--- config.mk ---
export PLATFORM = sky130hd
export DESIGN_NAME = bus_uart_tx
export DESIGN_NICKNAME = d
export VERILOG_FILES = /design/src/rtl/bus_uart_tx.sv
export SDC_FILE = /design/constraint.sdc
export NUM_CORES = 1
export LEC_CHECK = 0
export ABC_AREA = 1
export BUFFER_PORTS_ARGS = -buffer_cell sky130_fd_sc_hd__buf_4
export CAP_MARGIN = 20
export CELL_PAD_IN_SITES_DETAIL_PLACEMENT = 0
export CELL_PAD_IN_SITES_GLOBAL_PLACEMENT = 1
export CORE_MARGIN = 3
export CORE_UTILIZATION = 40
export DETAILED_ROUTE_END_ITERATION = 10
export PLACE_DENSITY_LB_ADDON = 0.1
export SYNTH_ARGS = -nofsm -noshare
export SYNTH_HDL_FRONTEND = slang
export SYNTH_SLANG_ARGS = --single-unit
export TNS_END_PERCENT = 50
--- constraint.sdc ---
create_clock -name clock -period 8.02 [get_ports clock]
set_clock_uncertainty 0.2 [all_clocks]
set_input_delay 1.203 -clock clock [delete_from_list [all_inputs] [get_ports clock]]
set_output_delay 1.203 -clock clock [all_outputs]
set_load 0.005 [all_outputs]
--- src/rtl/bus_uart_tx.sv ---
// Memory-mapped 8N1 UART transmitter: TXDATA/STATUS register pair, byte FIFO,
// and a serialiser that chains queued bytes with no idle gap between frames.
module bus_uart_tx #(
  parameter logic [31:0] BASE_ADDR    = 32'h0000_1000,
  parameter int          CLKS_PER_BIT = 16,
  parameter int          FIFO_DEPTH   = 4
) (
  input  logic        clock,
  input  logic        reset,
  input  logic [31:0] bus_address,
  input  logic        bus_write,
  input  logic [31:0] bus_write_data,
  input  logic        bus_read,
  output logic [31:0] bus_read_data,
  output logic        tx
);

  localparam int AW = $clog2(FIFO_DEPTH);
  localparam int BW = $clog2(CLKS_PER_BIT);

  typedef enum logic [1:0] {S_IDLE, S_START, S_DATA, S_STOP} state_t;

  state_t         r_state;
  logic [BW-1:0]  r_baud;
  logic [2:0]     r_bit_idx;
  logic [7:0]     r_shift;
  logic           r_tx;

  logic [7:0]     r_mem [FIFO_DEPTH];
  logic [AW-1:0]  r_wr_ptr;
  logic [AW-1:0]  r_rd_ptr;
  logic [AW:0]    r_count;
  logic           r_ovf;

  logic [29:0]    w_word;
  logic           w_hit;
  logic           w_sel_status;
  logic           w_full;
  logic           w_empty;
  logic           w_wr_txdata;
  logic           w_wr_status;
  logic           w_push;
  logic           w_pop;
  logic           w_baud_last;
  logic           w_busy;
  logic [7:0]     w_head;
  logic [31:0]    w_cnt32;
  logic [3:0]     w_cnt_sat;
  logic [31:0]    w_status;
  logic           w_unused;

  // Word offset from the base; only words 0 (TXDATA) and 1 (STATUS) hit,
  // byte-offset bits are ignored so BASE+1..3 alias TXDATA.
  assign w_word       = bus_address[31:2] - BASE_ADDR[31:2];
  assign w_hit        = (w_word[29:1] == '0);
  assign w_sel_status = w_word[0];

  assign w_full      = (r_count == (AW+1)'(FIFO_DEPTH));
  assign w_empty     = (r_count == '0);
  assign w_wr_txdata = bus_write & w_hit & ~w_sel_status;
  assign w_wr_status = bus_write & w_hit & w_sel_status;
  assign w_push      = w_wr_txdata & ~w_full;
  assign w_baud_last = (r_baud == BW'(CLKS_PER_BIT - 1));
  assign w_pop       = ~w_empty & ((r_state == S_IDLE) |
                                   ((r_state == S_STOP) & w_baud_last));
  assign w_head      = r_mem[r_rd_ptr];
  assign w_busy      = (r_state != S_IDLE) | ~w_empty;

  assign w_cnt32   = 32'(r_count);
  assign w_cnt_sat = (w_cnt32 > 32'd15) ? 4'hF : w_cnt32[3:0];
  assign w_status  = {24'h0, w_cnt_sat, r_ovf, w_busy, w_empty, w_full};

  assign bus_read_data = (bus_read & w_hit & w_sel_status) ? w_status : 32'h0;
  assign tx            = r_tx;

  assign w_unused = ^{bus_address[1:0], bus_write_data[31:8]};

  always_ff @(posedge clock) begin
    if (w_push) r_mem[r_wr_ptr] <= bus_write_data[7:0];
  end

  always_ff @(posedge clock) begin
    if (reset) begin
      r_wr_ptr <= '0;
      r_rd_ptr <= '0;
      r_count  <= '0;
      r_ovf    <= 1'b0;
    end else begin
      if (w_push) r_wr_ptr <= r_wr_ptr + AW'(1);
      if (w_pop)  r_rd_ptr <= r_rd_ptr + AW'(1);
      case ({w_push, w_pop})
        2'b10:   r_count <= r_count + (AW+1)'(1);
        2'b01:   r_count <= r_count - (AW+1)'(1);
        default: r_count <= r_count;
      endcase
      // A dropped write outranks a same-edge clear.
      if (w_wr_txdata & w_full)
        r_ovf <= 1'b1;
      else if (w_wr_status & bus_write_data[3])
        r_ovf <= 1'b0;
    end
  end

  always_ff @(posedge clock) begin
    if (reset) begin
      r_state   <= S_IDLE;
      r_baud    <= '0;
      r_bit_idx <= '0;
      r_shift   <= '0;
      r_tx      <= 1'b1;
    end else begin
      case (r_state)
        S_IDLE: begin
          r_tx <= 1'b1;
          if (w_pop) begin
            r_shift <= w_head;
            r_baud  <= '0;
            r_state <= S_START;
            r_tx    <= 1'b0;
          end
        end
        S_START: begin
          if (w_baud_last) begin
            r_baud    <= '0;
            r_bit_idx <= '0;
            r_state   <= S_DATA;
            r_tx      <= r_shift[0];
          end else begin
            r_baud <= r_baud + BW'(1);
          end
        end
        S_DATA: begin
          if (w_baud_last) begin
            r_baud <= '0;
            if (r_bit_idx == 3'd7) begin
              r_state <= S_STOP;
              r_tx    <= 1'b1;
            end else begin
              r_shift   <= r_shift >> 1;
              r_bit_idx <= r_bit_idx + 3'd1;
              r_tx      <= r_shift[1];
            end
          end else begin
            r_baud <= r_baud + BW'(1);
          end
        end
        S_STOP: begin
          if (w_baud_last) begin
            r_baud <= '0;
            // Chain straight into the next start bit when more data waits.
            if (w_pop) begin
              r_shift <= w_head;
              r_state <= S_START;
              r_tx    <= 1'b0;
            end else begin
              r_state <= S_IDLE;
              r_tx    <= 1'b1;
            end
          end else begin
            r_baud <= r_baud + BW'(1);
          end
        end
        default: begin
          r_state <= S_IDLE;
          r_tx    <= 1'b1;
        end
      endcase
    end
  end

endmodule

== Word level (Yosys, flattened, before mapping) ==
Memory sizes are Yosys's and may differ from the RTL's. A register that Yosys moved wholly into a read port is not among the register bits.
Cells that the tools add are included.
Word-level totals
  flip-flop bits (word level): 26
  latch bits: 0
  bits in writable memories: 32
  ROM bits: 0
  output and inout port bits: 33
  logic and storage cells: 94
  memories kept: 1
Operators by class
  add/subtract/negate cells: 7
  multipliers: 0
  div/mod/pow operators: 0
  magnitude comparators: 1
  equality and inequality tests: 14
  shift-type cells: 0
  mux-type cells: 34
  bitwise logic cells: 15
  reduce and logical (&&, ||, !) cells: 13
Memory list
  r_mem: depth 4, bits a word 8, rd ports 1, clocked after memory_dff 1, wr ports 1, RTL line 29  | logic [7:0] r_mem [FIFO_DEPTH];
Operators with widths (number)
  two-way mux 8 bit: 5
  subtractor 30 x 11 -> 30 bit (second input constant): 1
  logical NOT 29 bit: 1
  case mux 8 bit (3 select lines): 1
  two-way mux 2 bit: 7
  two-way mux 4 bit: 3
  != test 2 bit (second input constant): 6
  case mux 3 bit (2 select lines): 2
  bitwise AND 1 bit: 10
  two-way mux 1 bit: 10
  two-way mux 3 bit: 3
  case mux 2 bit (4 select lines): 1
  case mux 4 bit (2 select lines): 1
  AND reduction 4 bit: 2
  nonzero test 2 bit: 4
  adder 3 x 1 -> 3 bit (second input constant): 2
  equality test 2 bit (second input constant): 3
  equality test 3 bit (second input constant): 2
  AND reduction 5 bit: 1
  adder 2 x 1 -> 2 bit (second input constant): 2
  adder 4 x 1 -> 4 bit (second input constant): 1
  equality test 2 x 1 -> 1 bit (second input constant): 2
  equality test 4 bit (second input constant): 1
  > comparator 3 x 4 -> 1 bit (second input constant): 1
  9 further kinds: 12

== Depth between registers and ports, before layout ==
  depth after elaboration: 7
  depth in mapped cells: 18
  gate-level depth less buffers: 18

== Worst setup path before layout ==
Ideal clock, no wire load.
  path kind: input -> output
  from: input port bus_address[12]
  to: output port bus_read_data[0]
  data arrival time: 2621 ps
  data required time: 6617 ps
  slack: 3996 ps
  stages on the path: 13
  buffers on the path: 0
  path through: inv_1 > ha_1 > nand2_2 > nor2_4 > nand3_1 > nand2_1 > nand2_1 > nor2_1 > nand2_1 > nor2_2 > and2_4 > nand4_2 > nor2_1
On the way
  cells in the longest elaborated chain, start to end: 5
Ends and longest elaborated chain
  from (decl): RTL line 10  | input logic [31:0] bus_address,
  subtractor 30 x 11 -> 30 bit: RTL line 54  | assign w_word = bus_address[31:2] - BASE_ADDR[31:2];
  logical NOT 29 bit: RTL line 55  | assign w_hit = (w_word[29:1] == '0);
  bitwise AND 1 bit (2 in a row): RTL line 73  | assign bus_read_data = (bus_read & w_hit & w_sel_status) ? w_status : 32'h0;
  two-way mux 8 bit: RTL line 73
  to (decl): RTL line 14  | output logic [31:0] bus_read_data,
Every way passes these cells.

== Worst setup path in the final report ==
  from: input port bus_address[12]
  to: output port bus_read_data[1]
Same word-level chain as after synthesis.

==> qor.txt <==
CP startpoint: bus_address[12]
first-pass GRT wire length: 12,300 um
worst endpoint required time: 6620 ps
Skew-Pair Late Insertion Delay: 340 ps
CTS max path bufs: 2
total of max-cap violations: 0
placement row count: 33
Ports: 101
full die area: 9820 um^2
GR Overflow Total: 0
layout cell share with drive strength beyond 1: 15.9%
post-DP HPWL: 5500 um
routed len/inst: 12.0 um
core area: 8300 um^2
RePlAce Congestion: 0.799
Yosys reg bits: 60
routed vias: 2,791
Residual DRC: 0
Die Y: 99.1 um
period utilisation layout: 57.3%
max_slew headroom: 45.9%
final wirelength: 7230 um
TritonCTS clock tree: built
critical path arrival: 3190 ps
final hold viol count: 0
RSZ-0062 raised after global routing: no
H-tree lvl count: 3
Sink Count: 60
critical path, cell by cell: buf_4, inv_1, ha_1, nand2_2, nor2_4, nand3_1, nand2_1, nand2_1, nor2_1, nand2_1, nor2_2, and2_4, nand3_4, nor2_1, buf_4
Port-buffer cells: 49
FF-to-FF Start: r_baud[0]$_SDFFE_PP0P_
Slew @ Worst Pin: 809 ps
Post-DRT Antenna Nets: 0
CTS Hold Bufs: 0
minimum clock period: 4590 ps
Post-Synthesis Cells: 440
Netlist cell types: 34
most common cell type on the critical path: nand2_1
Area Overhead vs Synth: 16.2%
warnings from Yosys: 0
critical path's top delay family: simple AND/OR/NAND/NOR gates
# diodes: 0
worst-path fanout max: 9
Fill cells: 845
initial antenna violation count: 0
CTS clock-pin slew for the worst setup and hold paths: 60 ps
dpl ws: 3400 ps
min-delay src: r_rd_ptr[1]$_SDFFE_PP0P_
1st-iter DRT viols: 106
Post-Layout Cell Count: 601
starting density of the core: 41.8%
Hold Crit Class: reg -> reg
Multi-input gate area: 1600 um^2
Max Slew Vio Count: 0
Root Driver: clkbuf_8
Slowest-stage cell, CP: ha_1
critical path endpoint category: output pin
Placed Cells: 585
status: finished clean
pin count of the biggest net entering global routing: 18
area of the mapped netlist: 3470 um^2
post-layout net count: 574
vias in the first global route: 2,689
LEAKAGE: 1.72 nW
Total Power: 0.996 mW
Buf/Inv on CP: 3
DR pass1 iterations: 4
critical path class: in -> out
final-report setup violation count: 0
max frequency: 218 MHz
TritonCTS buffer count: 9
VDD IR max: 0.120 mV
max incr delay on CP: 240 ps
vias per std cell: 4.64
post-cts gate resize count: 0
post-route worst setup slack: 3430 ps
syn avg cell area: 7.88 um^2
Fin Setup TNS: 0 ps
Die X: 99.1 um
Util after Layout: 48.5%
register area share after synthesis: 43.9%
post-CTS setup buffer count: 0
GRT Resource Usage Total: 15.7%
pwr/cell area: 247 nW/um^2
register area: 1520 um^2
Worst setup SP type: input port
-- tightest hold or removal path: stages (launching register included) --
cell and delay (ps):
dfxtp_1 300, inv_1 50, a21oi_1 70
-- cells by family after synthesis --
| kind of cell | after synthesis | share of synthesized area [%] |
|---|---|---|
| compound gates | 67 | 11.2 |
| xor+xnor | 2 | 0.506 |
| fa+ha+maj | 15 | 5.63 |
| buf+inv | 89 | 12.5 |
| flops | 60 | 43.9 |
| other cells | 1 | 0.108 |
| simple gates | 206 | 26.2 |
-- cells in the final DEF, fill, tap and decap left out, drive strengths merged, types with 9 or more instances in the layout --
cell	synthesis	final
nand2	91	91
buf	27	49
inv	55	55
edfxtp	32	32
clkbuf	6	11
o21ai	28	28
conb	1	25
dfxtp	28	28
nand4	9	9
a21oi	20	20
nor2	84	84
ha	14	14
nand3	15	15
-- per-stage QoR --
stage          instance area [um^2]  hold slack (ps)
6_report                       4030              268
3_5_place_dp                   3830              260
5_1_grt                        4030              300
4_1_cts                        4030              273
2_1_floorplan                  3560              236
3_3_place_gp                   3830              252
-- cells in the mapped netlist --
cell type | n | area [um^2]
nand2_2 | 2 | 12.5
inv_2 | 1 | 3.75
nor2_1 | 76 | 285
a211oi_1 | 2 | 15.0
nand3_4 | 1 | 17.5
nor4_1 | 1 | 6.26
conb_1 | 1 | 3.75
a21oi_2 | 1 | 8.76
nand3_1 | 14 | 70.1
inv_1 | 54 | 203
clkbuf_1 | 6 | 22.5
nor3_1 | 3 | 15.0
ha_1 | 14 | 175
a31oi_1 | 7 | 43.8
fa_1 | 1 | 20.0
edfxtp_1 | 32 | 961
o21ai_0 | 28 | 140
and2_4 | 1 | 8.76
dfxtp_1 | 28 | 561
a21oi_1 | 19 | 95.1
xnor2_1 | 2 | 17.5
buf_2 | 1 | 5.00
o32ai_1 | 7 | 61.3
nand4_2 | 1 | 12.5
nor2_4 | 3 | 33.8
clkinv_1 | 1 | 3.75
nand4_4 | 1 | 21.3
a41oi_1 | 1 | 8.76
buf_4 | 26 | 195
nand4_1 | 7 | 43.8
o211ai_1 | 2 | 15.0
nand2_1 | 89 | 334
nor2_2 | 5 | 31.3
nand3b_1 | 2 | 15.0
-- path summary, 6_finish.rpt --
check	end	slack, ps	depth (start not counted)
setup reg to reg	r_count[2]$_SDFFE_PP0P_	5470	12
hold / removal	flop	270	2
hold reg to reg	flop	270	2
setup / recovery	bus_read_data[1]	3430	15
-- flip-flops by register name, indices dropped and copies added, names as in the netlist, 2 cells and up, named ones only --
| name | flops |
|---|---|
| r_baud | 4 |
| r_bit_idx | 3 |
| r_count | 3 |
| r_mem | 32 |
| r_rd_ptr | 2 |
| r_shift | 8 |
| r_state | 2 |
| r_wr_ptr | 2 |
-- report_power, final --
group	switching [mW]	internal, mW
registers	0.0386	0.368
logic	0.213	0.115
clock network	0.117	0.145
total	0.369	0.628
-- layout make-up --
type / instances / share of cell area [%]
clock buffers: 11 / 3.26
clock inverters: 5 / 1.55
inverters: 56 / 5.22
multi-input cells: 315 / 39.8
flip-flops and latches: 60 / 37.8
well taps: 105 / 3.26
repair buffers: 49 / 9.14
-- metal layers --
metal  wire length, um  vias up  part of all wire [%]  GRT usage [%]
met5                 0        -                     0              0
met4                75        0                   1.0           3.89
met3               341        8                   4.7           4.53
met2              3240       56                    45           25.0
met1              3570     1234                    49           21.0
li1                  -     1493                     -              -
No activity file was read; power rests on OpenSTA's default activity.
